File: src/rtl/max_scan_unit.sv
// Array-scan engine on the data-memory read port: returns the signed maximum of
// N_WORDS consecutive words starting at BASE_ADDR and the index where it first occurs.
//
// state   | meaning
// IDLE    | waiting for start, previous results held
// SCAN    | one word read and compared per cycle
// DONE    | one-cycle done pulse, then back to IDLE
module max_scan_unit #(
  parameter int unsigned        DATA_W     = 32,
  parameter int unsigned        ADDR_W     = 32,
  parameter logic [ADDR_W-1:0]  BASE_ADDR  = ADDR_W'(1000),
  parameter int unsigned        N_WORDS    = 20,
  parameter int unsigned        WORD_BYTES = 4
) (
  input  logic              clk,
  input  logic              rst,
  input  logic              start,
  output logic [ADDR_W-1:0] mem_adr,
  output logic              mem_rd,
  input  logic [DATA_W-1:0] mem_data,
  output logic              busy,
  output logic              done,
  output logic [DATA_W-1:0] max_value,
  output logic [31:0]       max_index
);

  typedef enum logic [1:0] {
    ST_IDLE,
    ST_SCAN,
    ST_DONE
  } state_t;

  state_t            state_q, state_d;
  logic [31:0]       idx_q, idx_d;
  logic [ADDR_W-1:0] mem_adr_q, mem_adr_d;
  logic              mem_rd_q, mem_rd_d;
  logic              busy_q, busy_d;
  logic              done_q, done_d;
  logic [DATA_W-1:0] max_value_q, max_value_d;
  logic [31:0]       max_index_q, max_index_d;
  logic              take;
  logic [31:0]       idx_next;

  // Outputs are registered, so the address for the next word is computed one
  // edge early; memory read is combinational and sampled in the cycle it is shown.
  always_comb begin
    state_d     = state_q;
    idx_d       = idx_q;
    mem_adr_d   = '0;
    mem_rd_d    = 1'b0;
    busy_d      = 1'b0;
    done_d      = 1'b0;
    max_value_d = max_value_q;
    max_index_d = max_index_q;
    take        = 1'b0;
    idx_next    = idx_q + 32'd1;

    case (state_q)
      ST_IDLE: begin
        if (start) begin
          state_d   = ST_SCAN;
          idx_d     = '0;
          mem_adr_d = BASE_ADDR;
          mem_rd_d  = 1'b1;
          busy_d    = 1'b1;
        end
      end
      ST_SCAN: begin
        // Strict compare keeps the lowest index on ties.
        take = (idx_q == 32'd0) || ($signed(mem_data) > $signed(max_value_q));
        if (take) begin
          max_value_d = mem_data;
          max_index_d = idx_q;
        end
        if (idx_q == N_WORDS - 1) begin
          state_d = ST_DONE;
          done_d  = 1'b1;
        end else begin
          idx_d     = idx_next;
          mem_adr_d = BASE_ADDR + ADDR_W'(idx_next * WORD_BYTES);
          mem_rd_d  = 1'b1;
          busy_d    = 1'b1;
        end
      end
      ST_DONE: begin
        state_d = ST_IDLE;
      end
      default: begin
        state_d = ST_IDLE;
      end
    endcase
  end

  always_ff @(posedge clk) begin
    if (rst) begin
      state_q     <= ST_IDLE;
      idx_q       <= '0;
      mem_adr_q   <= '0;
      mem_rd_q    <= 1'b0;
      busy_q      <= 1'b0;
      done_q      <= 1'b0;
      max_value_q <= '0;
      max_index_q <= '0;
    end else begin
      state_q     <= state_d;
      idx_q       <= idx_d;
      mem_adr_q   <= mem_adr_d;
      mem_rd_q    <= mem_rd_d;
      busy_q      <= busy_d;
      done_q      <= done_d;
      max_value_q <= max_value_d;
      max_index_q <= max_index_d;
    end
  end

  assign mem_adr   = mem_adr_q;
  assign mem_rd    = mem_rd_q;
  assign busy      = busy_q;
  assign done      = done_q;
  assign max_value = max_value_q;
  assign max_index = max_index_q;

endmodule
File: config.mk
export PLATFORM = sky130hd
export DESIGN_NAME = max_scan_unit
export DESIGN_NICKNAME = d
export VERILOG_FILES = /design/src/rtl/max_scan_unit.sv
export SDC_FILE = /design/constraint.sdc
export NUM_CORES = 1
export LEC_CHECK = 0
export BUFFER_PORTS_ARGS = -buffer_cell sky130_fd_sc_hd__buf_2
export CORE_MARGIN = 4
export CORE_UTILIZATION = 34
export DETAILED_ROUTE_END_ITERATION = 6
export GPL_ROUTABILITY_DRIVEN = 1
export GPL_TIMING_DRIVEN = 0
export SYNTH_ARGS = -nofsm -noshare
export SYNTH_HDL_FRONTEND = slang
export SYNTH_SLANG_ARGS = --single-unit
File: constraint.sdc
create_clock -name clk -period 5.5 [get_ports clk]
set_clock_uncertainty 0.2 [all_clocks]
set_input_delay 0.55 -clock clk [delete_from_list [all_inputs] [get_ports clk]]
set_output_delay 0.55 -clock clk [all_outputs]
set_load 0.05 [all_outputs]
==> metrics.csv <==
metric,value,unit
fillcell total,2231,
Layout area overhead,20.8,%
CP required,5.60,ns
worst-margin pin slew,0.890,ns
largest net degree at the start of global routing,17,
area of the mapped netlist,7660,um2
core area,22000,um2
CP Max Fanout,9,
worst vdd ir,221,uV
antenna violations before repair,0,
vias in the first global route,6520,
Slew HR,39.7,%
Top-Level Pins,134,
first-pass GRT wire length,35000,um
endpoints failing hold,0,
clock slew at reported path FFs,0.07,ns
Max Cap Viol,0,
period utilisation layout,64.6,%
Longest Clk Path Bufs,2,
initial core utilization,34.9,%
H-tree depth,4,
DR pass1 iterations,5,
clock root cell,clkbuf_16,
later-pin clock latency in the skew report,0.43,ns
fin nets,1122,
"Design Area, Final",9250,um2
GRT Resource Usage Total,17.6,%
clk sink count,130,
routability congestion estimate,0.856,
Finished Layout Cells,1345,
die height,158,um
Port Buffer Count,131,
worst hold path class,in -> reg,
startpoint types,flop,
Die ar.,25000,um2
Final ANT Viol Nets,0,
fin util,42.1,%
Inserted Diodes,0,
initial DRC count,492,
outcome,completed,
Die X,158,um
layout cells sized above 1,20.3,%
# rows,54,
Synthesis Warnings,0,
Post-synth EDFFs,0,
Worst Path Arrival,3.65,ns
Crit. End Element,flop,
post-synthesis cell count,901,
clock period minus worst slack,3.55,ns
PD cells,279,nW/um2
cts bufs inserted,17,
Pleak,4.06,nW
async set or reset register ratio after synthesis,0,%
TritonCTS clock tree,done,
GRT overflow,0,
fin. max-slew vios,0,
Crit Path Category,reg -> reg,
post-DP HPWL,16500,um
sequential area share after synthesis,34.0,%
number of gates resized after cts,0,
Placed Cells,1313,
Fin Setup TNS,0,ns
number of synthesized register bits,130,
RSZ-0062 raised after global routing,no,
placed cell area,8670,um2
via-per-instance ratio,5.14,
dominant synthesized flop cell,dfxtp_1,
cts-stage hold buffer count,0,
setup bufs post-CTS,0,
Setup-failing EPs final,0,
routed wire length,22200,um
WL/cell,16.5,um
Synth cell types,67,
via count,6912,
Mapped Avg Cell Area,8.50,um2
top achievable clock speed,282,MHz
Residual DRC,0,
hold_ws,0.186,ns
-- flip-flops by register name, indices dropped and copies added, names as in the netlist --
name,flops
idx_q,32
max_index,32
max_value,32
mem_adr,30
state_q,2
busy,1
done,1
-- metal layers --
layer  GRT usage, %  part of all wire [%]
met5              0                     0
met4           4.91                   1.4
met2           27.9                    45
met1           24.6                    48
met3           3.28                   6.0
-- synth_stat cells (3+ instances only) --
cell	count	area, um2
o21ai_0	24	120
nor3_1	23	115
nor2_1	67	251
nand3b_1	9	67.6
nand3_1	21	105
or3_1	6	37.5
o31a_1	3	26.3
a41oi_1	3	26.3
buf_1	6	22.5
mux2i_1	67	671
xnor2_1	26	228
and3_1	14	87.6
buf_4	11	82.6
nor3_2	3	30.0
ha_1	35	438
nand2_1	35	131
a21oi_1	57	285
inv_1	40	150
nand4_1	14	87.6
a31oi_1	14	87.6
or2_2	4	25.0
dfxtp_1	130	2600
nand2b_1	133	832
nor2b_1	5	31.3
and2_1	3	18.8
nor4_1	12	75.1
buf_2	17	85.1
clkbuf_1	34	128
o211ai_1	5	37.5
a211oi_1	5	37.5
xor2_1	13	114
and4_1	11	96.3
a21o_1	9	67.6
-- per-stage QoR --
stage          power [mW]  setup WS, ns
6_report             2.58          1.95
5_1_grt              2.68          1.82
4_1_cts              2.60          2.10
3_5_place_dp         1.46          2.05
3_3_place_gp         1.46          2.04
2_1_floorplan        1.35          2.47
-- path summary, 6_finish.rpt --
kind                      start             to  depth (start not counted)  slack, ns
setup / recovery       idx_q[1]    mem_adr[31]                          9       1.95
hold / removal     mem_data[13]  max_value[13]                          3       0.19
setup reg to reg       idx_q[1]    mem_adr[31]                          9       1.95
hold reg to reg   max_index[29]  max_index[29]                          2       0.27
-- critical path, stage by stage, from the launching register on --
cell      delay, ns
dfxtp_1        0.50
ha_1           0.21
buf_4          0.17
nand3_1        0.37
xnor2_1        0.73
or3_1          0.33
o211ai_2       0.23
nor3_4         0.37
and4_1         0.26
nor3_2         0.04
-- layout make-up --
class	instances	area [um2]	area share (%)
Multi-Input combinational cell	663	4580	49.5
Clock buffer	18	439	4.75
Tap cell	280	350	3.79
Clock inverter	14	144	1.56
Inverter	40	150	1.62
Sequential cell	130	2600	28.1
Timing Repair Buffer	131	656	7.09
Buffer	69	329	3.56
-- layout by cell type, fill, tap and decap left out, types with 11 or more instances in the layout --
master,n
a21oi_1,57
a31oi_1,14
nand3_1,21
o21ai_0,24
clkbuf_1,34
nor4_1,12
dfxtp_1,130
and4_1,11
nand4_1,14
clkbuf_16,17
nand2_1,35
ha_1,35
nor2_1,67
and3_1,14
inv_1,40
xor2_1,13
nand2b_1,133
buf_2,148
buf_4,11
mux2i_1,67
nor3_1,23
xnor2_1,26
-- report_power, final --
group / total, mW / internal (mW) / switching [mW]
combinational: 0.444 / 0.148 / 0.296
clock: 1.14 / 0.647 / 0.488
sequential: 0.998 / 0.974 / 0.0234
total: 2.58 / 1.77 / 0.807
-- cells by family after synthesis --
| logic type | count (synthesis) | share of synthesized area [%] |
|---|---|---|
| xor gates and xnor gates | 39 | 4.46 |
| AOI/OAI and AO/OA | 143 | 11.8 |
| and+or+nand+nor | 376 | 28.8 |
| adders and majority gates | 35 | 5.72 |
| DFF | 130 | 34.0 |
| muxes | 68 | 8.91 |
| buffers and inverters | 109 | 6.26 |
| other | 1 | 0.0490 |
No activity file was read; power rests on OpenSTA's default activity.
